$ cat src/rtl/y86_pkg.sv
// Shared definitions for the Y86-64 multi-cycle sequencer: sequencer states,
// processor status codes, the icodes the sequencer cares about, and helpers
// that classify an instruction's memory behaviour.
package y86_pkg;

    typedef enum logic [2:0] {
        S_FETCH,
        S_DECODE,
        S_EXECUTE,
        S_MEMORY,
        S_WRITE_BACK,
        S_UPDATE_PC,
        S_HALT
    } state_e;

    typedef enum logic [1:0] {
        STAT_AOK = 2'b00,
        STAT_HLT = 2'b01,
        STAT_ADR = 2'b10,
        STAT_INS = 2'b11
    } stat_e;

    localparam logic [3:0] I_HALT   = 4'h0;
    localparam logic [3:0] I_RMMOVQ = 4'h4;
    localparam logic [3:0] I_MRMOVQ = 4'h5;
    localparam logic [3:0] I_CALL   = 4'h8;
    localparam logic [3:0] I_RET    = 4'h9;
    localparam logic [3:0] I_PUSHQ  = 4'hA;
    localparam logic [3:0] I_POPQ   = 4'hB;

    // Instruction register contents captured at the end of FETCH.
    typedef struct packed {
        logic [3:0]  icode;
        logic [3:0]  ifun;
        logic [3:0]  ra;
        logic [3:0]  rb;
        logic [63:0] valc;
        logic [63:0] valp;
    } ir_t;

    function automatic logic needs_mem(logic [3:0] icode);
        return (icode == I_RMMOVQ) || (icode == I_MRMOVQ) || (icode == I_CALL) ||
               (icode == I_RET)    || (icode == I_PUSHQ)  || (icode == I_POPQ);
    endfunction

    function automatic logic mem_writes(logic [3:0] icode);
        return (icode == I_RMMOVQ) || (icode == I_CALL) || (icode == I_PUSHQ);
    endfunction

    function automatic logic [5:0] stage_onehot(state_e s);
        logic [5:0] oh;
        oh = 6'b000000;
        case (s)
            S_FETCH:      oh = 6'b000001;
            S_DECODE:     oh = 6'b000010;
            S_EXECUTE:    oh = 6'b000100;
            S_MEMORY:     oh = 6'b001000;
            S_WRITE_BACK: oh = 6'b010000;
            S_UPDATE_PC:  oh = 6'b100000;
            default:      oh = 6'b000000;
        endcase
        return oh;
    endfunction

endpackage

$ cat src/rtl/y86_seq_ctrl_if.sv
// Memory request/acknowledge bus between the sequencer (master) and the
// instruction/data RAM (slave).
interface y86_seq_ctrl_if #(
    parameter int ADDR_W = 64
);
    logic              mem_req;
    logic              mem_we;
    logic              mem_ifetch;
    logic [ADDR_W-1:0] mem_addr_o;
    logic              mem_ack;
    logic              mem_err;

    modport master (
        output mem_req, mem_we, mem_ifetch, mem_addr_o,
        input  mem_ack, mem_err
    );

    modport slave (
        input  mem_req, mem_we, mem_ifetch, mem_addr_o,
        output mem_ack, mem_err
    );
endinterface

$ cat src/rtl/y86_mem_wait_timer.sv
// Counts request cycles that go unanswered and flags expiry on the cycle that
// would reach WAIT_MAX. An ack in that same cycle suppresses expiry.
// WAIT_MAX = 0 removes the counter and never expires.
module y86_mem_wait_timer #(
    parameter int WAIT_MAX = 8
) (
    input  logic clk,
    input  logic rst_n,
    input  logic clr,
    input  logic active,
    input  logic ack,
    output logic expire
);
    generate
        if (WAIT_MAX == 0) begin : g_off
            logic unused_in;
            assign unused_in = ^{clk, rst_n, clr, active, ack};
            assign expire    = 1'b0;
        end else begin : g_on
            localparam int CW = $clog2(WAIT_MAX + 1);
            logic [CW-1:0] cnt;

            // Count waiting cycles; any state change restarts the count.
            always_ff @(posedge clk or negedge rst_n) begin
                if (!rst_n)              cnt <= '0;
                else if (clr)            cnt <= '0;
                else if (active && !ack) cnt <= cnt + CW'(1);
            end

            assign expire = active && !ack && (cnt == CW'(WAIT_MAX - 1));
        end
    endgenerate
endmodule

$ cat src/rtl/y86_seq_ctrl.sv
// Y86-64 multi-cycle sequencer: FETCH -> DECODE -> EXECUTE -> [MEMORY] ->
// WRITE_BACK -> UPDATE_PC, owning PC, instruction register, retired count
// and processor status. HALT is terminal until reset.
// Optional feature macro: Y86_SINGLE_STEP_EN (adds step_i; each step pulse
// releases exactly one instruction fetch).
module y86_seq_ctrl
    import y86_pkg::*;
#(
    parameter int                ADDR_W   = 64,
    parameter logic [ADDR_W-1:0] RESET_PC = '0,
    parameter int                WAIT_MAX = 8,
    parameter int                CNT_W    = 32
) (
    input  logic              clk,
    input  logic              rst_n,
    y86_seq_ctrl_if.master    bus,
`ifdef Y86_SINGLE_STEP_EN
    input  logic              step_i,
`endif
    input  logic [3:0]        icode_i,
    input  logic [3:0]        ifun_i,
    input  logic [3:0]        rA_i,
    input  logic [3:0]        rB_i,
    input  logic [63:0]       valC_i,
    input  logic [63:0]       valP_i,
    input  logic              instr_valid_i,
    input  logic [ADDR_W-1:0] exe_addr_i,
    input  logic [ADDR_W-1:0] new_pc_i,
    output logic [3:0]        icode_o,
    output logic [3:0]        ifun_o,
    output logic [3:0]        rA_o,
    output logic [3:0]        rB_o,
    output logic [63:0]       valC_o,
    output logic [63:0]       valP_o,
    output logic [5:0]        stage_o,
    output logic              wb_en,
    output logic [ADDR_W-1:0] pc_o,
    output logic [1:0]        stat_o,
    output logic [CNT_W-1:0]  retired_o
);
    state_e            state, state_d;
    stat_e             stat, stat_d;
    ir_t               ir;
    logic              ir_load;
    logic [ADDR_W-1:0] pc;
    logic [CNT_W-1:0]  retired;
    logic              fetch_go, req, expire, state_chg;

`ifdef Y86_SINGLE_STEP_EN
    logic token;
    // One buffered step token; consumed when a fetch completes into DECODE.
    always_ff @(posedge clk or negedge rst_n) begin
        if (!rst_n) token <= 1'b0;
        else        token <= (token && !(state == S_FETCH && state_d == S_DECODE)) || step_i;
    end
    assign fetch_go = token;
`else
    assign fetch_go = 1'b1;
`endif

    // Reset drops the request combinationally so an in-flight access is abandoned at once.
    assign req = rst_n && (((state == S_FETCH) && fetch_go) || (state == S_MEMORY));

    assign bus.mem_req    = req;
    assign bus.mem_ifetch = rst_n && (state == S_FETCH) && fetch_go;
    assign bus.mem_we     = rst_n && (state == S_MEMORY) && mem_writes(ir.icode);
    assign bus.mem_addr_o = (state == S_MEMORY) ? exe_addr_i : pc;

    assign state_chg = (state_d != state);

    y86_mem_wait_timer #(.WAIT_MAX(WAIT_MAX)) u_wait (
        .clk    (clk),
        .rst_n  (rst_n),
        .clr    (state_chg),
        .active (req),
        .ack    (bus.mem_ack),
        .expire (expire)
    );

    // Next-state and fault recording; faults always land in HALT, so only the first is kept.
    always_comb begin
        state_d = state;
        stat_d  = stat;
        ir_load = 1'b0;
        case (state)
            S_FETCH: begin
                if (req && bus.mem_ack) begin
                    if (bus.mem_err) begin
                        state_d = S_HALT; stat_d = STAT_ADR;
                    end else if (!instr_valid_i) begin
                        state_d = S_HALT; stat_d = STAT_INS;
                    end else begin
                        state_d = S_DECODE; ir_load = 1'b1;
                    end
                end else if (expire) begin
                    state_d = S_HALT; stat_d = STAT_ADR;
                end
            end
            S_DECODE:  state_d = S_EXECUTE;
            S_EXECUTE: state_d = needs_mem(ir.icode) ? S_MEMORY : S_WRITE_BACK;
            S_MEMORY: begin
                if (bus.mem_ack) begin
                    if (bus.mem_err) begin
                        state_d = S_HALT; stat_d = STAT_ADR;
                    end else begin
                        state_d = S_WRITE_BACK;
                    end
                end else if (expire) begin
                    state_d = S_HALT; stat_d = STAT_ADR;
                end
            end
            S_WRITE_BACK: state_d = S_UPDATE_PC;
            S_UPDATE_PC: begin
                if (ir.icode == I_HALT) begin
                    state_d = S_HALT; stat_d = STAT_HLT;
                end else begin
                    state_d = S_FETCH;
                end
            end
            default: state_d = S_HALT;
        endcase
    end

    // State, status, instruction register, PC and retired count.
    always_ff @(posedge clk or negedge rst_n) begin
        if (!rst_n) begin
            state   <= S_FETCH;
            stat    <= STAT_AOK;
            ir      <= '0;
            pc      <= RESET_PC;
            retired <= '0;
        end else begin
            state <= state_d;
            stat  <= stat_d;
            if (ir_load) ir <= '{icode: icode_i, ifun: ifun_i, ra: rA_i, rb: rB_i,
                                 valc: valC_i, valp: valP_i};
            if (state == S_UPDATE_PC) begin
                pc      <= (ir.icode == I_HALT) ? ADDR_W'(ir.valp) : new_pc_i;
                retired <= retired + CNT_W'(1);
            end
        end
    end

    assign icode_o   = ir.icode;
    assign ifun_o    = ir.ifun;
    assign rA_o      = ir.ra;
    assign rB_o      = ir.rb;
    assign valC_o    = ir.valc;
    assign valP_o    = ir.valp;
    assign stage_o   = stage_onehot(state);
    assign wb_en     = (state == S_WRITE_BACK);
    assign pc_o      = pc;
    assign stat_o    = stat;
    assign retired_o = retired;
endmodule
$ cat src/flat_wrapper.sv
// flat-port wrapper written by rule: the top's interface ports become plain ports
module y86_seq_ctrl_flat import y86_pkg::*;
#(
    parameter int                ADDR_W   = 64,
    parameter logic [ADDR_W-1:0] RESET_PC = '0,
    parameter int                WAIT_MAX = 8,
    parameter int                CNT_W    = 32
)
  (clk, rst_n, icode_i, ifun_i, rA_i, rB_i, valC_i, valP_i, instr_valid_i, exe_addr_i, new_pc_i, icode_o, ifun_o, rA_o, rB_o, valC_o, valP_o, stage_o, wb_en, pc_o, stat_o, retired_o, bus_mem_req, bus_mem_we, bus_mem_ifetch, bus_mem_addr_o, bus_mem_ack, bus_mem_err);
  y86_seq_ctrl_if #(.ADDR_W(ADDR_W)) bus_i ();
  input  logic clk;
  input  logic rst_n;
  input  logic [3:0] icode_i;
  input  logic [3:0] ifun_i;
  input  logic [3:0] rA_i;
  input  logic [3:0] rB_i;
  input  logic [63:0] valC_i;
  input  logic [63:0] valP_i;
  input  logic instr_valid_i;
  input  logic [ADDR_W-1:0] exe_addr_i;
  input  logic [ADDR_W-1:0] new_pc_i;
  output logic [3:0] icode_o;
  output logic [3:0] ifun_o;
  output logic [3:0] rA_o;
  output logic [3:0] rB_o;
  output logic [63:0] valC_o;
  output logic [63:0] valP_o;
  output logic [5:0] stage_o;
  output logic wb_en;
  output logic [ADDR_W-1:0] pc_o;
  output logic [1:0] stat_o;
  output logic [CNT_W-1:0] retired_o;
  output wire logic [$bits(bus_i.mem_req)-1:0] bus_mem_req;
  output wire logic [$bits(bus_i.mem_we)-1:0] bus_mem_we;
  output wire logic [$bits(bus_i.mem_ifetch)-1:0] bus_mem_ifetch;
  output wire logic [$bits(bus_i.mem_addr_o)-1:0] bus_mem_addr_o;
  input wire logic [$bits(bus_i.mem_ack)-1:0] bus_mem_ack;
  input wire logic [$bits(bus_i.mem_err)-1:0] bus_mem_err;
  assign bus_mem_req = bus_i.mem_req;
  assign bus_mem_we = bus_i.mem_we;
  assign bus_mem_ifetch = bus_i.mem_ifetch;
  assign bus_mem_addr_o = bus_i.mem_addr_o;
  assign bus_i.mem_ack = bus_mem_ack;
  assign bus_i.mem_err = bus_mem_err;
  y86_seq_ctrl #(.ADDR_W(ADDR_W), .RESET_PC(RESET_PC), .WAIT_MAX(WAIT_MAX), .CNT_W(CNT_W)) u_core (.clk(clk), .rst_n(rst_n), .bus(bus_i), .icode_i(icode_i), .ifun_i(ifun_i), .rA_i(rA_i), .rB_i(rB_i), .valC_i(valC_i), .valP_i(valP_i), .instr_valid_i(instr_valid_i), .exe_addr_i(exe_addr_i), .new_pc_i(new_pc_i), .icode_o(icode_o), .ifun_o(ifun_o), .rA_o(rA_o), .rB_o(rB_o), .valC_o(valC_o), .valP_o(valP_o), .stage_o(stage_o), .wb_en(wb_en), .pc_o(pc_o), .stat_o(stat_o), .retired_o(retired_o));
endmodule
$ cat config.mk
export PLATFORM = sky130hd
export DESIGN_NAME = y86_seq_ctrl_flat
export DESIGN_NICKNAME = d
export VERILOG_FILES = /design/src/rtl/y86_pkg.sv /design/src/rtl/y86_seq_ctrl_if.sv /design/src/rtl/y86_mem_wait_timer.sv /design/src/rtl/y86_seq_ctrl.sv /design/src/flat_wrapper.sv
export SDC_FILE = /design/constraint.sdc
export NUM_CORES = 1
export LEC_CHECK = 0
export CORE_AREA = 2 2 230 232
export DETAILED_ROUTE_END_ITERATION = 8
export DIE_AREA = 0 0 232 234
export PLACE_DENSITY_LB_ADDON = 0.15
export SETUP_SLACK_MARGIN = 0.02
export SLEW_MARGIN = 20
export SYNTH_ARGS = -nofsm -noshare
export SYNTH_HDL_FRONTEND = slang
export SYNTH_SLANG_ARGS = --single-unit
$ cat constraint.sdc
create_clock -name clk -period 2.44 [get_ports clk]
set_input_delay 0.488 -clock clk [delete_from_list [all_inputs] [get_ports clk]]
set_output_delay 0.488 -clock clk [all_outputs]
set_load 0.01 [all_outputs]
## Yosys cells after proc, flatten, opt, wreduce, memory -nomap -nowiden

Index checks and enable logic that the tools add are counted.

| operators by class | value |
|---|---|
| multiplexer cells | 26 |
| reductions and logical operators | 21 |
| equality and inequality tests | 16 |
| add/subtract/negate cells | 2 |

Operator list:

| operator | number |
|---|---|
| two-way mux 64 bit | 2 |
| case mux 6 bit (6 select lines) | 1 |
| adder 32 x 1 -> 32 bit, second input constant | 1 |
| two-way mux 3 bit | 7 |
| case mux 3 bit (6 select lines) | 1 |
| equality test 4 bit, second input constant | 4 |
| two-way mux 2 bit | 8 |
| equality test 4 x 3 -> 1 bit, second input constant | 3 |
| logical OR 1 bit | 8 |
| two-way mux 4 bit | 2 |
| logical AND 1 bit | 7 |
| equality test 3 x 2 -> 1 bit, second input constant | 2 |
| equality test 3 bit, second input constant | 2 |
| case mux 2 bit (3 select lines) | 1 |
| adder 4 x 1 -> 4 bit, second input constant | 1 |
| logical NOT 4 bit | 1 |
| two-way mux 1 bit | 4 |
| inequality test 4 bit, second input constant | 1 |
| AND reduction 4 bit | 1 |
| equality test 3 x 1 -> 1 bit, second input constant | 1 |
| logical NOT 3 bit | 1 |
| inequality test 3 bit | 1 |
| inequality test 3 bit, second input constant | 1 |
| nonzero test 3 bit | 1 |
| 3 further kinds | 3 |

| word-level totals | value |
|---|---|
| logic and storage cells | 76 |
| input port bits | 277 |
| register bits after elaboration | 249 |
| output and inout port bits | 316 |

## Longest topological paths before layout

| logic depth | value |
|---|---|
| depth in word-level cells | 10 |
| gate-level depth with buffers | 7 |
| depth with buffers taken out | 5 |

## Cells and area by module

Synthesis repeated with hierarchy kept, for this count alone.

| second synthesis, totals | value |
|---|---|
| cells, all modules | 992 |
| area total of the unflattened synthesis | 11160.7 sq um |

Modules (own cells, without submodules):

| module | area each (sq um) | times used | cells an instance | sequential area each (sq um) |
|---|---|---|---|---|
| y86_seq_ctrl | 10959.3 | 1 | 974 | 6130.9 |
| y86_mem_wait_timer | 201.4 | 1 | 18 | 100.1 |

## Worst setup path before layout

Ideal clock, no wire load.

| path | value |
|---|---|
| path kind | flip-flop to output port |
| start point | reg u_core.ir (netlist bit u_core.icode_o[1]) |
| end point | out bus_mem_we |
| cell stages (with the launch flop) | 4 |
| data arrival time | 1.502 ns |
| slack | 0.450 ns |
| path through | dfrtp_1 > or3b_2 > and2_1 > nor4b_1 |

| between the ends | value |
|---|---|
| cells in the longest elaborated chain, start to end | 4 |
| elaborated cells on any way between the ends | 6 |
| those cells by class | eq/ne: 3; reduce/logical: 3 |

RTL lines:

| item | line | text |
|---|---|---|
| from (decl) | y86_seq_ctrl.sv:43 | `ir_t ir;` |
| from (signal assigned) | y86_seq_ctrl.sv:135 | `if (ir_load) ir <= '{icode: icode_i, ifun: ifun_i, ra: rA_i, rb: rB_i,` |
| equality test 4 x 3 -> 1 bit or equality test 4 bit (tied branches) | y86_pkg.sv:47 | `return (icode == I_RMMOVQ) \|\| (icode == I_CALL) \|\| (icode == I_PUSHQ);` |
| logical OR 1 bit | y86_pkg.sv:47 |  |
| logical OR 1 bit * | y86_pkg.sv:47 |  |
| logical AND 1 bit * | y86_seq_ctrl.sv:66 | `assign bus.mem_we = rst_n && (state == S_MEMORY) && mem_writes(ir.icode);` |
| to (decl) | flat_wrapper.sv:34 | `output wire logic [$bits(bus_i.mem_we)-1:0] bus_mem_we;` |

Every way passes the cells marked *; elsewhere a longest branch is shown, timed or not.

## Final worst setup path

| path | value |
|---|---|
| start point | reg u_core.state[2] |
| end point | out bus_mem_addr_o[37] |

| between the ends | value |
|---|---|
| cells in the longest elaborated chain, start to end | 2 |

RTL lines:

| item | line | text |
|---|---|---|
| from (decl) | y86_seq_ctrl.sv:41 | `state_e state, state_d;` |
| from (signal assigned) | y86_seq_ctrl.sv:133 | `state <= state_d;` |
| equality test 3 x 2 -> 1 bit | y86_seq_ctrl.sv:67 | `assign bus.mem_addr_o = (state == S_MEMORY) ? exe_addr_i : pc;` |
| two-way mux 64 bit | y86_seq_ctrl.sv:67 |  |
| to (decl) | flat_wrapper.sv:36 | `output wire logic [$bits(bus_i.mem_addr_o)-1:0] bus_mem_addr_o;` |

No other way between the ends.

==> results_dict.tcl <==
set metrics [dict create \
    area_growth_pct 71.5 \
    max_cap_viol_count 0 \
    layout-drive-gt1-share_pct 21.9 \
    final_cell_area_sq_um 20100 \
    detail-route-antenna-nets 0 \
    drt_wl_total_mm 48.7 \
    tritoncts.num_buffers 34 \
    utilization_pct 38.5 \
    wire_per_inst_um 20.1 \
    yosysUniqueCellTypes 51 \
    swShare_pct 22.6 \
    worst_setup_path_end_kind "output port" \
    final_period_minus_worst_setup_slack_ns 2.42 \
    post-synth-top-area-cell "sky130_fd_sc_hd__dfrtp_1" \
    place_area_sq_um 18600 \
    numPlacedInstances 2335 \
    crit_required_ns 1.95 \
    io_pins 593 \
    antenna_found_initial 8 \
    synth_ff_type "sky130_fd_sc_hd__dfrtp_1" \
    crit_buf_inv 5 \
    synth-warning-count 0 \
    critical-path-slowest-cell "sky130_fd_sc_hd__dfrtp_1" \
    placementRows 84 \
    grt_pass1_wl_mm 70.8 \
    internal_power_uw 7760 \
    avgViaCountPerCell 4.29 \
    clock_sink_count 249 \
    p_leak_uw 0.00906 \
    pre_cts_slack_ns 0.0497 \
    finalWorstSetupSlack_ns 0.0170 \
    postSynthRegisterBits 249 \
    ir_drop_mv 0.401 \
    hpwl_reported_at_the_end_of_detailed_placement_mm 35.0 \
    synth.cell_area_sq_um 11700 \
    share_comb_of_total_power_pct 8.2 \
    seq_power_share_pct 41.9 \
    globalRoute.totalOverflow 0 \
    timing.setup.critical_path_class "flip-flop to output port" \
    port_buffers 592 \
    fraction_of_registers_with_async_set_or_reset_after_synthesis_pct 100 \
    final_worst_path_cycle_share_pct 99.3 \
    die-area_sq_um 54300 \
    synthMostInstantiatedCell "sky130_fd_sc_hd__nand2_1" \
    layout.cells.non_filler 2421 \
    floorplan.initialDensity_pct 22.5 \
    layout.filler_cells 5163 \
    synth_enable_flop_cells 0 \
    synth_nets 1358 \
    switching_power_uw 2260 \
    clock_skew_ns 0.0169 \
    number_of_global_route_vias_before_repair 10700 \
    drc 0 \
    crit_fanout 6 \
    report.final.hold_viol_count 0 \
    core_area_sq_um 52000 \
    post_synth_inst_count 1079 \
    power_per_cell_area_nw_per_um2 500 \
    critical-path-top-delay-family "buffers and inverters" \
    final_nets 1986 \
    arrival_worst_endpoint_ns 1.94 \
    synth_area_leaders "sky130_fd_sc_hd__dfrtp_1, sky130_fd_sc_hd__mux2_4, sky130_fd_sc_hd__nand2_1" \
    cts-root-buf "sky130_fd_sc_hd__clkbuf_16" \
    worstSkewPairLatency_ns 0.53 \
    timing.fmax_ghz 0.413 \
    synth_sequential_area_ratio_pct 53.3 \
    synth.top_cells.by_count "sky130_fd_sc_hd__nand2_1, sky130_fd_sc_hd__dfrtp_1, sky130_fd_sc_hd__mux2_4, sky130_fd_sc_hd__nor2_1, sky130_fd_sc_hd__a31oi_1" \
    tritoncts "yes" \
    holdCritPathClass "input pin to asynchronous set/reset pin" \
    clock_transition_at_path_regs_ns 0.05 \
    syn_area_per_cell_sq_um 10.8 \
    vias 10400 \
    path_cells "nand3b_1, bufinv_8, buf_6, buf_16, buf_6, nand2_2, nand2_1, buf_2" \
    finalWeightedCongestion 0.772 \
    grt_max_degree 137 \
    tightestPinTransition_ns 0.844 \
    setup_repair_after_global_routing_missed_its_margin "yes" \
    clock_tree.buffer_depth 3 \
    gr-usage-all-layers_pct 17.5 \
    detailedRoute.firstIterationViolations 458 \
    setup-tns-final_ns 0 \
    netlist.area_leader.share_pct 53.3 \
    chipHeight_um 234 \
    timing_max_transition_violations_final 0 \
    outcome "completed" \
    max-slew-margin-rel_pct 43.7 \
    power.share.clock_pct 49.9 \
    worst_path_most_repeated_cell "sky130_fd_sc_hd__buf_6" \
    setup-violations-final 0 \
    detailedRoute.firstPassIterationCount 4 \
    dieWidth_um 232 \
    worst_setup_path_start_kind "flip-flop" \
    htree_levels 2 \
    cp_slowest_stage_delay_ns 0.37 \
]
[power by group through the flow]
stage	clock network (uW)	registers, uW	logic [uW]
final	5000	4200	826
after global routing	5390	4200	893
after CTS	5190	4200	841
after detailed placement	0	4270	833
after global placement	0	4270	828
after floorplan	0	4290	118
[layer usage]
layer  share of wire [%]  up-vias  GRT usage (%)  wire length [um]
met2                  50      395           30.0             24200
met1                  39     5021           20.3             19100
met4                 2.4       10           5.75              1170
li1                    -     4904              -                 -
met5                0.14        -              0                69
met3                 8.5       66           6.04              4150
[cell type report]
class / instances / area (sq um) / share of cell area, %
Multi-Input combinational cell: 757 / 5250 / 26.2
Sequential cell: 249 / 6230 / 31.1
Clock buffer: 49 / 998 / 4.98
Clock inverter: 10 / 113 / 0.562
Tap cell: 688 / 861 / 4.29
Timing Repair Buffer: 657 / 6550 / 32.7
Inverter: 8 / 46.3 / 0.231
Antenna cell: 3 / 7.51 / 0.0374
[state kept, by name (all words and copies together) (netlist names)]
| name | flops |
|---|---|
| u_core.icode_o | 4 |
| u_core.ifun_o | 4 |
| u_core.pc_o | 64 |
| u_core.rA_o | 4 |
| u_core.rB_o | 4 |
| u_core.retired_o | 32 |
| u_core.stat_o | 2 |
| u_core.state | 3 |
| u_core.u_wait.g_on.cnt | 4 |
| u_core.valC_o | 64 |
| u_core.valP_o | 64 |
[logic make-up after synthesis]
logic type / synth area share, %
buffers and inverters: 3.34
adder cells (fa/ha/maj): 0.214
multiplexers: 18.0
flip-flops: 53.3
XOR/XNOR: 2.70
AND/OR/NAND/NOR: 18.0
AO/OA/AOI/OAI: 4.44
[what timing repair did]
item	CTS	global route
hold buffers	1	0
setup buffers	20	1
hold endpoints to repair	3	0
cloned	7	0
setup endpoints to repair	74	112
resized for setup	331	48
pin swaps	7	18
[stage by stage]
step,hold slack [ns],total power [uW]
2_1_floorplan,0.192,4400
3_3_place_gp,0.296,5100
3_5_place_dp,0.298,5100
4_1_cts,0.359,10200
5_1_grt,0.377,10500
6_report,0.404,10000
[worst reg2reg max path, stage by stage, from the launching register on]
cell	delay, ns
sky130_fd_sc_hd__dfrtp_1	0.37
sky130_fd_sc_hd__buf_4	0.20
sky130_fd_sc_hd__nor4b_4	0.32
sky130_fd_sc_hd__buf_4	0.20
sky130_fd_sc_hd__nand3_4	0.14
sky130_fd_sc_hd__buf_12	0.20
sky130_fd_sc_hd__buf_12	0.18
sky130_fd_sc_hd__mux2_4	0.33
[layout by cell type, fill, tap and decap left out, types with 3 or more instances in the layout]
master,n
sky130_fd_sc_hd__xnor2_1,18
sky130_fd_sc_hd__nand4_1,11
sky130_fd_sc_hd__clkinv_2,4
sky130_fd_sc_hd__buf_4,27
sky130_fd_sc_hd__nor2_1,75
sky130_fd_sc_hd__clkbuf_1,7
sky130_fd_sc_hd__buf_12,21
sky130_fd_sc_hd__diode_2,3
sky130_fd_sc_hd__nand2_1,305
sky130_fd_sc_hd__buf_6,18
sky130_fd_sc_hd__buf_8,3
sky130_fd_sc_hd__nor3_1,11
sky130_fd_sc_hd__nand2_4,6
sky130_fd_sc_hd__a31oi_1,64
sky130_fd_sc_hd__nand3_1,11
sky130_fd_sc_hd__xor2_1,18
sky130_fd_sc_hd__nor4_1,7
sky130_fd_sc_hd__and3_1,5
sky130_fd_sc_hd__nand2b_1,4
sky130_fd_sc_hd__mux2_4,127
sky130_fd_sc_hd__and2_1,3
sky130_fd_sc_hd__inv_1,6
sky130_fd_sc_hd__buf_2,57
sky130_fd_sc_hd__clkbuf_8,7
sky130_fd_sc_hd__clkbuf_16,35
sky130_fd_sc_hd__buf_16,5
sky130_fd_sc_hd__clkdlybuf4s50_1,517
sky130_fd_sc_hd__nand2_2,30
sky130_fd_sc_hd__dlygate4sd2_1,5
sky130_fd_sc_hd__and4_1,7
sky130_fd_sc_hd__mux2_2,17
sky130_fd_sc_hd__dfrtp_1,249
[worst paths after layout]
path	startpoint	end	slack (ns)	depth (start not counted)
setup / recovery	u_core.state[2]	bus_mem_addr_o[37]	0.02	8
hold / removal	rst_n	u_core.icode_o[2]	0.40	2
setup reg to reg	u_core.state[1]	u_core.valP_o[9]	0.41	7
hold reg to reg	u_core.retired_o[31]	u_core.retired_o[31]	0.46	1
max in group asynchronous	rst_n	u_core.pc_o[6]	0.41	4
min in group clk	u_core.retired_o[31]	u_core.retired_o[31]	0.46	1
Power figures use the tool's default switching activity.
